===== config.mk =====
export PLATFORM = sky130hd
export DESIGN_NAME = ldst_owner_scheduler_flat
export DESIGN_NICKNAME = d
export VERILOG_FILES = /design/src/rtl/ldst_owner_scheduler_pkg.sv /design/src/rtl/ldst_owner_scheduler_if.sv /design/src/rtl/ldst_inflight_counter.sv /design/src/rtl/ldst_owner_scheduler.sv /design/src/flat_wrapper.sv
export SDC_FILE = /design/constraint.sdc
export NUM_CORES = 1
export LEC_CHECK = 0
export CAP_MARGIN = 20
export CORE_UTILIZATION = 45
export DETAILED_ROUTE_END_ITERATION = 7
export GPL_TIMING_DRIVEN = 0
export PLACE_DENSITY = 0.81
export SYNTH_ARGS = -nofsm -noshare
export SYNTH_HDL_FRONTEND = slang
export SYNTH_HIERARCHICAL = 1
export SYNTH_SLANG_ARGS = --single-unit

===== constraint.sdc =====
create_clock -name iCLOCK -period 6.9 [get_ports iCLOCK]
set_input_delay 1.38 -clock iCLOCK [delete_from_list [all_inputs] [get_ports iCLOCK]]
set_output_delay 1.38 -clock iCLOCK [all_outputs]
set_load 0.05 [all_outputs]

===== src/rtl/ldst_owner_scheduler_pkg.sv =====
// ldst_pkg
// Shared definitions for the load/store ownership scheduler slice.
//   - ldstStateT plus state constants for the ownership FSM
//   - pipe select encodings (which requester's mux leg is active)
//   - access order encodings used by the load/store requesters
package ldst_pkg;

    typedef logic [1:0] ldstStateT;

    // Stable owners alternate with a drain state; the drain state is
    // where the pipe empties before the select is allowed to flip.
    localparam ldstStateT ST_EXE       = 2'd0;
    localparam ldstStateT ST_TO_EXCEPT = 2'd1;
    localparam ldstStateT ST_EXCEPT    = 2'd2;
    localparam ldstStateT ST_TO_EXE    = 2'd3;

    localparam logic LDST_SEL_EXE    = 1'b0;
    localparam logic LDST_SEL_EXCEPT = 1'b1;

    localparam logic [1:0] ORDER_BYTE = 2'b00;
    localparam logic [1:0] ORDER_HALF = 2'b01;
    localparam logic [1:0] ORDER_WORD = 2'b10;
    localparam logic [1:0] ORDER_NONE = 2'b11;

endpackage


===== src/rtl/ldst_owner_scheduler_if.sv =====
// ldst_owner_scheduler_if
// Bundles every handshake/bus signal of the ownership scheduler.
//   Requester side : iEXE_REQ/oEXE_BUSY/oEXE_VALID,
//                    iEXCEPT_REQ/iEXCEPT_LOCK/oEXCEPT_BUSY/oEXCEPT_VALID
//   Pipe side      : oLDST_REQ/iLDST_BUSY/iLDST_VALID
//   Status         : oUSE_SEL, oINFLIGHT, oERROR
// Modport master is the environment (requesters + pipe), slave is the
// scheduler itself. Signal names keep the scheduler's i/o point of view.
interface ldst_owner_scheduler_if #(
    parameter int P_CNT_W = 4
);
    logic               iEXE_REQ;
    logic               oEXE_BUSY;
    logic               oEXE_VALID;
    logic               iEXCEPT_REQ;
    logic               iEXCEPT_LOCK;
    logic               oEXCEPT_BUSY;
    logic               oEXCEPT_VALID;
    logic               oLDST_REQ;
    logic               iLDST_BUSY;
    logic               iLDST_VALID;
    logic               oUSE_SEL;
    logic [P_CNT_W-1:0] oINFLIGHT;
    logic               oERROR;

    modport master (
        output iEXE_REQ, iEXCEPT_REQ, iEXCEPT_LOCK, iLDST_BUSY, iLDST_VALID,
        input  oEXE_BUSY, oEXE_VALID, oEXCEPT_BUSY, oEXCEPT_VALID,
        input  oLDST_REQ, oUSE_SEL, oINFLIGHT, oERROR
    );

    modport slave (
        input  iEXE_REQ, iEXCEPT_REQ, iEXCEPT_LOCK, iLDST_BUSY, iLDST_VALID,
        output oEXE_BUSY, oEXE_VALID, oEXCEPT_BUSY, oEXCEPT_VALID,
        output oLDST_REQ, oUSE_SEL, oINFLIGHT, oERROR
    );

endinterface


===== src/rtl/ldst_inflight_counter.sv =====
// ldst_inflight_counter
// Up/down counter of accepted-but-unanswered pipe transactions.
//   clock, reset : core clock, synchronous active-high reset
//   inc          : a request was accepted this cycle
//   dec          : a response returned this cycle
//   count        : registered in-flight count
//   full         : count has reached P_MAX_OUTSTANDING
//   empty        : count is zero
//   underflow    : a response arrived with nothing in flight
module ldst_inflight_counter #(
    parameter int P_MAX_OUTSTANDING = 4,
    parameter int P_CNT_W           = 4
) (
    input  logic               clock,
    input  logic               reset,
    input  logic               inc,
    input  logic               dec,
    output logic [P_CNT_W-1:0] count,
    output logic               full,
    output logic               empty,
    output logic               underflow
);

    localparam logic [P_CNT_W-1:0] MAX_COUNT = P_CNT_W'(P_MAX_OUTSTANDING);

    assign full      = (count >= MAX_COUNT);
    assign empty     = (count == '0);
    assign underflow = dec && empty;

    // Simultaneous accept and response cancel out. The count saturates at
    // both ends, so a stray response leaves it at zero instead of wrapping.
    always_ff @(posedge clock) begin
        if (reset) begin
            count <= '0;
        end else if (inc && !dec && !full) begin
            count <= count + 1'b1;
        end else if (dec && !inc && !empty) begin
            count <= count - 1'b1;
        end
    end

endmodule


===== src/rtl/ldst_owner_scheduler.sv =====
// ldst_owner_scheduler
// Decides whether the Execution or the Exception unit owns the shared
// load/store pipe, gates each side's request/busy handshake, routes
// responses by the registered select and only flips the select once the
// pipe has fully drained.
//   iCLOCK      : core clock
//   iRESET_SYNC : synchronous active-high reset
//   bus         : ldst_owner_scheduler_if.slave carrying all handshakes,
//                 the select (oUSE_SEL), in-flight count and sticky error
module ldst_owner_scheduler
    import ldst_pkg::*;
#(
    parameter int P_MAX_OUTSTANDING = 4,
    parameter int P_CNT_W           = 4
) (
    input  logic                         iCLOCK,
    input  logic                         iRESET_SYNC,
    ldst_owner_scheduler_if.slave        bus
);

    ldstStateT          state;
    logic               useSel;
    logic               error;
    logic               issueOk;
    logic               ldstReq;
    logic               accept;
    logic [P_CNT_W-1:0] count;
    logic               full;
    logic               empty;
    logic               underflow;

    ldst_inflight_counter #(
        .P_MAX_OUTSTANDING (P_MAX_OUTSTANDING),
        .P_CNT_W           (P_CNT_W)
    ) uCounter (
        .clock     (iCLOCK),
        .reset     (iRESET_SYNC),
        .inc       (accept),
        .dec       (bus.iLDST_VALID),
        .count     (count),
        .full      (full),
        .empty     (empty),
        .underflow (underflow)
    );

    // An Exception request blocks Execution issue in the very cycle it
    // appears, so the drain never has to chase a freshly issued request.
    always_comb begin
        issueOk = 1'b0;
        case (state)
            ST_EXE:    issueOk = !bus.iEXCEPT_REQ && !full;
            ST_EXCEPT: issueOk = !full;
            default:   issueOk = 1'b0;
        endcase
    end

    assign ldstReq = issueOk && (useSel ? bus.iEXCEPT_REQ : bus.iEXE_REQ);
    assign accept  = ldstReq && !bus.iLDST_BUSY;

    assign bus.oLDST_REQ     = ldstReq;
    assign bus.oEXE_BUSY     = (useSel == LDST_SEL_EXE)    ? (!issueOk || bus.iLDST_BUSY) : 1'b1;
    assign bus.oEXCEPT_BUSY  = (useSel == LDST_SEL_EXCEPT) ? (!issueOk || bus.iLDST_BUSY) : 1'b1;
    assign bus.oEXE_VALID    = bus.iLDST_VALID && (useSel == LDST_SEL_EXE);
    assign bus.oEXCEPT_VALID = bus.iLDST_VALID && (useSel == LDST_SEL_EXCEPT);
    assign bus.oUSE_SEL      = useSel;
    assign bus.oINFLIGHT     = count;
    assign bus.oERROR        = error;

    // Ownership FSM. The select only changes on leaving a drain state with
    // the registered count at zero, which guarantees every outstanding
    // response returns to the requester that issued it.
    always_ff @(posedge iCLOCK) begin
        if (iRESET_SYNC) begin
            state  <= ST_EXE;
            useSel <= LDST_SEL_EXE;
        end else begin
            case (state)
                ST_EXE: begin
                    if (bus.iEXCEPT_REQ) begin
                        state <= ST_TO_EXCEPT;
                    end
                end
                ST_TO_EXCEPT: begin
                    if (empty) begin
                        state  <= ST_EXCEPT;
                        useSel <= LDST_SEL_EXCEPT;
                    end
                end
                ST_EXCEPT: begin
                    if (!bus.iEXCEPT_REQ && !bus.iEXCEPT_LOCK) begin
                        state <= ST_TO_EXE;
                    end
                end
                default: begin
                    if (empty) begin
                        state  <= ST_EXE;
                        useSel <= LDST_SEL_EXE;
                    end
                end
            endcase
        end
    end

    // A response with nothing in flight is a protocol violation; it is
    // remembered until the next reset.
    always_ff @(posedge iCLOCK) begin
        if (iRESET_SYNC) begin
            error <= 1'b0;
        end else if (underflow) begin
            error <= 1'b1;
        end
    end

endmodule


===== src/flat_wrapper.sv =====
// flat-port wrapper written by rule: the top's interface ports become plain ports
module ldst_owner_scheduler_flat import ldst_pkg::*;
#(
    parameter int P_MAX_OUTSTANDING = 4,
    parameter int P_CNT_W           = 4
)
  (iCLOCK, iRESET_SYNC, bus_iEXE_REQ, bus_iEXCEPT_REQ, bus_iEXCEPT_LOCK, bus_iLDST_BUSY, bus_iLDST_VALID, bus_oEXE_BUSY, bus_oEXE_VALID, bus_oEXCEPT_BUSY, bus_oEXCEPT_VALID, bus_oLDST_REQ, bus_oUSE_SEL, bus_oINFLIGHT, bus_oERROR);
  ldst_owner_scheduler_if #(.P_CNT_W(P_CNT_W)) bus_i ();
  input  logic iCLOCK;
  input  logic iRESET_SYNC;
  input wire logic [$bits(bus_i.iEXE_REQ)-1:0] bus_iEXE_REQ;
  input wire logic [$bits(bus_i.iEXCEPT_REQ)-1:0] bus_iEXCEPT_REQ;
  input wire logic [$bits(bus_i.iEXCEPT_LOCK)-1:0] bus_iEXCEPT_LOCK;
  input wire logic [$bits(bus_i.iLDST_BUSY)-1:0] bus_iLDST_BUSY;
  input wire logic [$bits(bus_i.iLDST_VALID)-1:0] bus_iLDST_VALID;
  output wire logic [$bits(bus_i.oEXE_BUSY)-1:0] bus_oEXE_BUSY;
  output wire logic [$bits(bus_i.oEXE_VALID)-1:0] bus_oEXE_VALID;
  output wire logic [$bits(bus_i.oEXCEPT_BUSY)-1:0] bus_oEXCEPT_BUSY;
  output wire logic [$bits(bus_i.oEXCEPT_VALID)-1:0] bus_oEXCEPT_VALID;
  output wire logic [$bits(bus_i.oLDST_REQ)-1:0] bus_oLDST_REQ;
  output wire logic [$bits(bus_i.oUSE_SEL)-1:0] bus_oUSE_SEL;
  output wire logic [$bits(bus_i.oINFLIGHT)-1:0] bus_oINFLIGHT;
  output wire logic [$bits(bus_i.oERROR)-1:0] bus_oERROR;
  assign bus_i.iEXE_REQ = bus_iEXE_REQ;
  assign bus_i.iEXCEPT_REQ = bus_iEXCEPT_REQ;
  assign bus_i.iEXCEPT_LOCK = bus_iEXCEPT_LOCK;
  assign bus_i.iLDST_BUSY = bus_iLDST_BUSY;
  assign bus_i.iLDST_VALID = bus_iLDST_VALID;
  assign bus_oEXE_BUSY = bus_i.oEXE_BUSY;
  assign bus_oEXE_VALID = bus_i.oEXE_VALID;
  assign bus_oEXCEPT_BUSY = bus_i.oEXCEPT_BUSY;
  assign bus_oEXCEPT_VALID = bus_i.oEXCEPT_VALID;
  assign bus_oLDST_REQ = bus_i.oLDST_REQ;
  assign bus_oUSE_SEL = bus_i.oUSE_SEL;
  assign bus_oINFLIGHT = bus_i.oINFLIGHT;
  assign bus_oERROR = bus_i.oERROR;
  ldst_owner_scheduler #(.P_MAX_OUTSTANDING(P_MAX_OUTSTANDING), .P_CNT_W(P_CNT_W)) u_core (.iCLOCK(iCLOCK), .iRESET_SYNC(iRESET_SYNC), .bus(bus_i));
endmodule

* Yosys cells after proc, flatten, opt, wreduce, memory -nomap -nowiden
Cells that the tools add are included.
** Cells by class
- Add/sub/neg operators :: 2
- $lt $le $gt $ge :: 1
- Equality and inequality tests :: 5
- Mux-type cells :: 14
- Bitwise operators :: 2
- Reductions and logical operators :: 27
** Operator list (number)
- 1-bit logical AND :: 11
- 1-bit zero test :: 8
- 2-bit 2-to-1 mux :: 4
- 4-bit 2-to-1 mux :: 2
- 2-bit case mux with 3 select lines :: 1
- 1-bit 2-to-1 mux :: 5
- 4-bit by 1-bit adder with 4-bit output, second input constant :: 1
- 4-bit by 3-bit greater-or-equal comparator with 1-bit output, second input constant :: 1
- 4-bit zero test :: 1
- 2-bit != test, second input constant :: 2
- 1-bit case mux with 2 select lines :: 2
- 4-bit AND reduction :: 1
- 4-bit by 1-bit subtractor with 4-bit output, second input constant :: 1
- 3-bit nonzero test :: 1
- 2-bit by 1-bit equality test with 1-bit output, second input constant :: 1
- 2-bit equality test, second input constant :: 1
- 2-bit zero test :: 1
- 2-bit by 1-bit != test with 1-bit output, second input constant :: 1
- 1-bit inverter :: 2
- 2-bit AND reduction :: 1
- 2-bit nonzero test :: 1
- 2-bit OR reduction :: 1
- 1-bit logical OR :: 1
** Storage, ports and cells
- Bits in registers :: 8
- Input port bits :: 7
- Output and inout bits :: 11
- Logic and storage cells :: 55

* Depth between registers and ports, before layout
Gate-level depths: netlist (run 1).
- Word-level depth :: 11
- Mapped depth :: 11
- Gate-level depth less buffers :: 11

* Modules after synthesis
The synthesis (run 1) kept the hierarchy.
** By module, submodules not included
- ldst_owner_scheduler :: instances 1, cells each 38, area an instance 327.8 µm²
- ldst_inflight_counter :: instances 1, cells each 30, area an instance 286.5 µm²

* Worst setup path after synthesis (run 1)
No wires, ideal clock.
- Kind :: input to output
- Start :: input bus_iEXE_REQ
- End :: output bus_oLDST_REQ
- Arrival time :: 2385 ps
- Required time :: 5520 ps
- Path slack :: 3135 ps
- Cell stages on the path :: 3
- Path buffers :: 0
- Cell sequence :: nor2b_1 -> o21ai_1 -> a21oi_1
** On the way
- Cells in the longest elaborated chain, start to end :: 2
** Ends and longest elaborated chain
- from (decl) :: RTL line flat_wrapper.sv:11 : input wire logic [$bits(bus_i.iEXE_REQ)-1:0] bus_iEXE_REQ;
- 1-bit 2-to-1 mux :: RTL line ldst_owner_scheduler.sv:57 : assign ldstReq = issueOk && (useSel ? bus.iEXCEPT_REQ : bus.iEXE_REQ);
- 1-bit logical AND :: RTL line ldst_owner_scheduler.sv:57
- to (decl) :: RTL line flat_wrapper.sv:20 : output wire logic [$bits(bus_i.oLDST_REQ)-1:0] bus_oLDST_REQ;
No other way between the ends.

* Final worst setup path (run 1)
- Start :: input bus_iEXCEPT_REQ
- End :: output bus_oEXCEPT_BUSY
** On the way
- Cells in the longest elaborated chain, start to end :: 6
** Ends and longest elaborated chain
- from (decl) :: RTL line flat_wrapper.sv:12 : input wire logic [$bits(bus_i.iEXCEPT_REQ)-1:0] bus_iEXCEPT_REQ;
- 1-bit zero test :: RTL line ldst_owner_scheduler.sv:51 : ST_EXE: issueOk = !bus.iEXCEPT_REQ && !full;
- 1-bit logical AND :: RTL line ldst_owner_scheduler.sv:51
- 1-bit case mux with 2 select lines :: RTL line ldst_owner_scheduler.sv:50 : case (state)
- 1-bit zero test :: RTL line ldst_owner_scheduler.sv:62 : assign bus.oEXCEPT_BUSY = (useSel == LDST_SEL_EXCEPT) ? (!issueOk || bus.iLDST_BUSY) : 1'b1;
- 1-bit logical OR :: RTL line ldst_owner_scheduler.sv:62
- 1-bit 2-to-1 mux :: RTL line ldst_owner_scheduler.sv:62
- to (decl) :: RTL line flat_wrapper.sv:18 : output wire logic [$bits(bus_i.oEXCEPT_BUSY)-1:0] bus_oEXCEPT_BUSY;
No other way between the ends.

==> results of run 1 <==
## cell families after synthesis
logic type | count (synthesis) | synth area share
buffers and inverters | 5 | 0.03055
and+or+nand+nor | 28 | 0.3034
AOI/OAI and AO/OA | 15 | 0.1731
xor gates and xnor gates | 2 | 0.02852
muxes | 3 | 0.04888
adders and majority gates | 7 | 0.1548
DFF | 8 | 0.2607
## registers in the layout, indices dropped and copies added, names as in the netlist
signal                 flops
u_core/uCounter/count      4
u_core/bus.oERROR          1
u_core/state               2
u_core/bus.oUSE_SEL        1
## final timing paths
| check | startpoint | endpoint | slack [ns] | cells past startpoint |
|---|---|---|---|---|
| max | bus_iEXCEPT_REQ | bus_oEXCEPT_BUSY | 2.21 | 5 |
| max reg2reg | u_core/state[0] | u_core/uCounter/count[3] | 4.06 | 11 |
| min reg2reg | u_core/bus.oERROR | u_core/bus.oERROR | 0.47 | 2 |
| min | u_core/bus.oERROR | u_core/bus.oERROR | 0.47 | 2 |
## cell usage in the layout (no fill, tap or decap), types with 2 or more instances in the layout
cell type and n:
a21o_1 2, a21oi_1 3, and2_1 2, clkbuf_4 3
clkdlybuf4s50_1 17, dfxtp_1 8, ha_1 6, inv_1 5
mux2i_1 3, nand2_1 2, nand2b_1 4, nor2_1 6
nor2b_1 2, o21ai_0 2, o21ai_1 2
## worst max-delay path, cell delays in order
cell and delay (ns):
clkdlybuf4s50_1 0.51, nor2b_4 0.19, nor2_2 0.05, or4b_1 0.47, clkdlybuf4s50_1 0.71
## metal layers
layer | wire (um) | up-vias
met5 | 0 | -
met4 | 11 | 0
met3 | 45 | 2
met2 | 432 | 13
met1 | 589 | 224
li1 | - | 281
## per-stage QoR
| step | total power, W | hold WS (ns) | setup slack, ns |
|---|---|---|---|
| finish | 0.0003791 | 0.4670 | 2.215 |
| global route | 0.0004105 | 0.4966 | 2.123 |
| CTS | 0.0003826 | 0.4718 | 2.206 |
| detailed placement | 0.0003476 | 0.4616 | 2.216 |
| global placement | 0.0003447 | 0.4559 | 2.230 |
| floorplan | 0.0002838 | 0.4807 | 3.135 |
## cell usage after synthesis, types with 2 or more instances
library cell / instances
a21o_1: 2
a21oi_1: 3
and2_1: 2
dfxtp_1: 8
ha_1: 6
inv_1: 5
mux2i_1: 3
nand2_1: 2
nand2b_1: 4
nor2_1: 6
nor2b_1: 2
o21ai_0: 2
o21ai_1: 2
## power by group through the flow
stage,Clock (W),Combinational (W),Sequential [W]
floorplan,0,0.000155,0.000129
global placement,0,0.000257,0.0000875
detailed placement,0,0.000259,0.0000884
CTS,0.0000353,0.000260,0.0000870
global route,0.0000391,0.000281,0.0000905
finish,0.0000333,0.000259,0.0000869
## cell type report
class,instances,area share
sequential,8,0.1942
multi-input combinational,55,0.5281
clock buffer,3,0.02731
timing repair buffer,17,0.2064
inverter,5,0.02276
tap,14,0.02124
==> results.tsv, run 1 <==
stage	metric	value	unit
detailed_routing	via_count	520	
final_layout	area_delta_synth_final	34.22	%
cts	post_cts_buffers	0	
synthesis	synth.area.top_cells	dfxtp_1 26%, ha_1 12%, mux2i_1 4.9%	
synthesis	synth_ff_type	dfxtp_1	
detailed_routing	routed_wl	1078	um
global_routing	grt_start_max_net_pins	11	
global_routing	grt_pass1_vias	420	
cts	cts.sinks	8	
final_layout	fin_cells	102	
global_routing	antenna_found_initial	0	
power_and_ir_drop	vdd_drop_max	0.0002492	V
detailed_routing	viasPerCell	5.098	
detailed_routing	post_drt_wl_per_cell	10.57	um
timing	max_slew_margin	0.6666	
synthesis	synth.avg_cell_area	9.034	sq um
power_and_ir_drop	p_int	0.0001950	W
timing	hold_viol	0	
final_layout	final_area	824.5	sq um
floorplan	die-area	1517	sq um
placement	placedCellCount	99	
global_routing	gr-total-overflow	0	
synthesis	synth_cell_types	34	
synthesis	async_flop_share	0	
floorplan	rows	12	
power_and_ir_drop	pwr-share-comb	0.683	
final_layout	diodes	0	
global_routing	top_usage_layer	met1	
synthesis	yosys.area.top_type	dfxtp_1	
final_layout	regArea	160.2	sq um
critical_path	cp-start-kind	primary input	
timing	tightest_slew	0.4986	ns
timing	fin_crit	4.685	ns
power_and_ir_drop	p_sw_frac	0.4857	
synthesis	synthCells	68	
final_layout	nNetsFinal	104	
power_and_ir_drop	p_sw	0.0001841	W
synthesis	ys_ff_latch	8	
timing	clock.fmax	0.2134	GHz
synthesis	synth_nets	82	
synthesis	seq_area_frac_synth	0.2607	
power_and_ir_drop	p_leak	0.3353	nW
cts	clk_pin_slew	0.05	ns
final_layout	fillCellCount	97	
placement	numPortBuffers	17	
critical_path	worstPathMaxFanout	4	
floorplan	ios	18	
timing	setup_tns	0	ns
synthesis	synth_edf_count	0	
detailed_routing	final_antenna_net_count	0	
cts	numCtsBuffers	3	
status	status	complete, no violations	
floorplan	start_util	0.5179	
synthesis	synth_top_cell_area_share	0.2607	
final_layout	utilization	0.6951	
critical_path	path_class	primary input to output port	
placement	dpl.hpwl	856.3	um
detailed_routing	drt_iter0_drc	3	
critical_path	required	5.52	ns
min_path	hp-class	flip-flop to flip-flop	
floorplan	coreArea	1186	sq um
final_layout	drive_gt1_frac	0.1250	
final_layout	multi_input_area	435.4	sq um
power_and_ir_drop	p_clk_frac	0.088	
global_routing	grt_use_met1	0.2509	
cts	htree_levels	1	
cts	cts_tree	built	
timing	setup_viol	0	
global_routing	gr-usage-met2	0.2208	
detailed_routing	drt_pass1_iterations	4	
flow_run	cap_violations	0	
critical_path	end_kind	output port	
floorplan	die_h	38.95	um
global_routing	grt_pass1_wl	1725	um
detailed_routing	drc	0	
timing	finalCritPeriodShare	0.6790	
timing	maxSlewViolCount	0	
power_and_ir_drop	p_per_area	459.7	nW/um^2
floorplan	die_w	38.95	um
global_routing	grtUsageMet3	0.03468	
cts	clock_latency	0.24	ns
timing	skew	0.0002837	ns
global_routing	track_usage	0.1707	
synthesis	ys.warnings.count	6	
placement	globalplace.congestion	0.7547	
placement	placed_area	802.0	sq um
cts	ctsResizeCount	0	
critical_path	arrival	3.31	ns
cts	post_cts_hold_buffer_count	0	
power_and_ir_drop	p_seq_frac	0.229	
synthesis	synth_area	614.3	sq um
cts	cts_root_buf	clkbuf_4	
timing	rsz0062_at_grt	no	
cts	cts_buffer_depth	2	
Power figures use the tool's default switching activity.
==> run 2: changes to the inputs <==
CORE_UTILIZATION = 40   (was 45)
PLACE_DENSITY = 0.76   (was 0.81)
clock period = 4.1 ns   (was 6.9 ns; I/O delays follow)
==> results.tsv, run 2 (synthesis results as in run 1) <==
stage	metric	value	unit
final_layout	regMostFlops	u_core/uCounter/count	
timing	rsz0062_at_grt	no	
critical_path	required	3.28	ns
critical_path	cp-endpoint	bus_oEXCEPT_BUSY	
global_routing	top_usage_layer	met2	
floorplan	coreArea	1366	sq um
power_and_ir_drop	p_sw	0.0003267	W
cts	post_cts_hold_buffer_count	0	
cts	ctsResizeCount	0	
cts	cts.sinks	8	
final_layout	largest_reg_flops	4	
critical_path	r2r_cells	11	
timing	finalCritPeriodShare	0.8677	
global_routing	grt_pass1_vias	457	
timing	fin_crit	3.557	ns
floorplan	ios	18	
critical_path	slowest_delay	0.71	ns
global_routing	gr-usage-met2	0.2852	
timing	maxSlewViolCount	0	
critical_path	cpMostUsedCell	clkdlybuf4s50_1	
timing	hold_viol	0	
final_layout	fin_cells	103	
floorplan	die_w	41.19	um
critical_path	cp_cell_sequence	clkdlybuf4s50_1 -> nor2b_4 -> nor2_2 -> or4b_1 -> clkdlybuf4s50_1	
cts	cts_buffer_depth	2	
detailed_routing	final_antenna_net_count	0	
cts	cts_tree	built	
detailed_routing	routed_wl	1294	um
power_and_ir_drop	vdd_drop_max	0.0004876	V
cts	cts_root_buf	clkbuf_4	
timing	setup_viol	0	
placement	dpl.hpwl	1013	um
timing	setup_tns	0	ns
critical_path	cp-startpoint	bus_iEXCEPT_REQ	
critical_path	cp-start-kind	primary input	
placement	placedCellCount	100	
final_layout	area_delta_synth_final	34.42	%
min_path	hp-class	flip-flop to flip-flop	
timing	skew	0.001053	ns
final_layout	layout_common_cells	17 x clkdlybuf4s50_1, 8 x dfxtp_1, 6 x nor2_1, 6 x ha_1, 5 x inv_1	
placement	globalplace.congestion	0.7651	
floorplan	die_h	41.19	um
critical_path	arrival	2.74	ns
cts	clk_pin_slew	0.05	ns
cts	numCtsBuffers	3	
power_and_ir_drop	p_leak	0.3353	nW
detailed_routing	drc	0	
power_and_ir_drop	p_int	0.0003296	W
critical_path	path_class	primary input to output port	
global_routing	track_usage	0.1723	
critical_path	r2r-end	u_core/uCounter/count[3]	
floorplan	rows	13	
flow_run	cap_violations	0	
timing	tightest_slew	0.4982	ns
final_layout	reg.largest.list	u_core/uCounter/count x4, u_core/state x2	
critical_path	timing.rr.start	u_core/state[1]	
final_layout	nNetsFinal	104	
critical_path	cpMaxStageDelayCell	clkdlybuf4s50_1	
critical_path	worstPathMaxFanout	4	
power_and_ir_drop	p_clk_frac	0.094	
detailed_routing	drt_iter0_drc	11	
cts	clock_latency	0.25	ns
power_and_ir_drop	p_per_area	794.7	nW/um^2
floorplan	start_util	0.4496	
power_and_ir_drop	p_sw_frac	0.4978	
detailed_routing	via_count	553	
final_layout	diodes	0	
global_routing	grt_use_met1	0.2157	
global_routing	grt_start_max_net_pins	11	
placement	numPortBuffers	17	
detailed_routing	viasPerCell	5.369	
critical_path	end_kind	output port	
detailed_routing	drt_pass1_iterations	4	
status	status	complete, no violations	
power_and_ir_drop	pwr-share-comb	0.683	
global_routing	grtUsageMet3	0.04891	
global_routing	antenna_found_initial	0	
floorplan	die-area	1697	sq um
power_and_ir_drop	p_seq_frac	0.224	
detailed_routing	post_drt_wl_per_cell	12.56	um
cts	post_cts_buffers	0	
final_layout	layout_commonest_cell	clkdlybuf4s50_1	
timing	max_slew_margin	0.6668	
global_routing	grt_pass1_wl	1904	um
global_routing	gr-total-overflow	0	
critical_path	r2r_slack	1.14	ns
timing	clock.fmax	0.2811	GHz
final_layout	drive_gt1_frac	0.1250	
cts	htree_levels	1	
-- run 2: worst max-delay path: cells and delay by family --
| kind | cells | cell delay (ns) |
|---|---|---|
| buffers and inverters | 2 | 1.21 |
| and+or+nand+nor | 3 | 0.71 |
-- run 2: area by class of cell --
cell class	count	area (sq um)
timing repair buffer	17	170.2
fill	117	540.5
inverter	5	18.77
tap	15	18.77
sequential	8	160.2
clock buffer	3	22.52
multi-input combinational	55	435.4
-- run 2: power by group through the flow --
stage / combinational, W / clock, W / sequential (W)
detailed placement: 0.000446 / 0 / 0.000149
global placement: 0.000434 / 0 / 0.000148
global route: 0.000488 / 0.0000684 / 0.000153
finish: 0.000448 / 0.0000614 / 0.000147
floorplan: 0.000261 / 0 / 0.000217
CTS: 0.000449 / 0.0000633 / 0.000147
-- run 2: how the worst min path moves through the flow --
stage          cells past startpoint              start                 to  slack (ns)
3_5_place_dp                       2  u_core/bus.oERROR  u_core/bus.oERROR        0.46
2_1_floorplan                      2    u_core/state[1]    u_core/state[1]        0.48
3_3_place_gp                       2  u_core/bus.oERROR  u_core/bus.oERROR        0.46
6_report                           2  u_core/bus.oERROR  u_core/bus.oERROR        0.48
4_1_cts                            2  u_core/bus.oERROR  u_core/bus.oERROR        0.48
5_1_grt                            2  u_core/bus.oERROR  u_core/bus.oERROR        0.51
-- run 2: metrics by stage --
stage                 util   power, W  hold WS [ns]  setup slack, ns  cell area, sq um
finish              0.6044  0.0006563        0.4800           0.5426             825.8
global route        0.6044  0.0007100        0.5059           0.4616             825.8
CTS                 0.6044  0.0006594        0.4829           0.5390             825.8
detailed placement  0.5879  0.0005942        0.4616           0.4772             803.3
global placement    0.5879  0.0005821        0.4621           0.5332             803.3
floorplan                -  0.0004776        0.4807            1.269             614.3
-- run 2: metal layers --
| metal | share of wire | vias to the layer above |
|---|---|---|
| met5 | 0 | - |
| met4 | 0.012 | 0 |
| met3 | 0.063 | 3 |
| met2 | 0.43 | 18 |
| met1 | 0.49 | 252 |
| li1 | - | 280 |
==> run 3: changes to the inputs <==
ABC_CLOCK_PERIOD_IN_PS = 4100   (was not set)
==> results of run 3 <==
Final layout, timing and power as in run 2 (identical DEF).
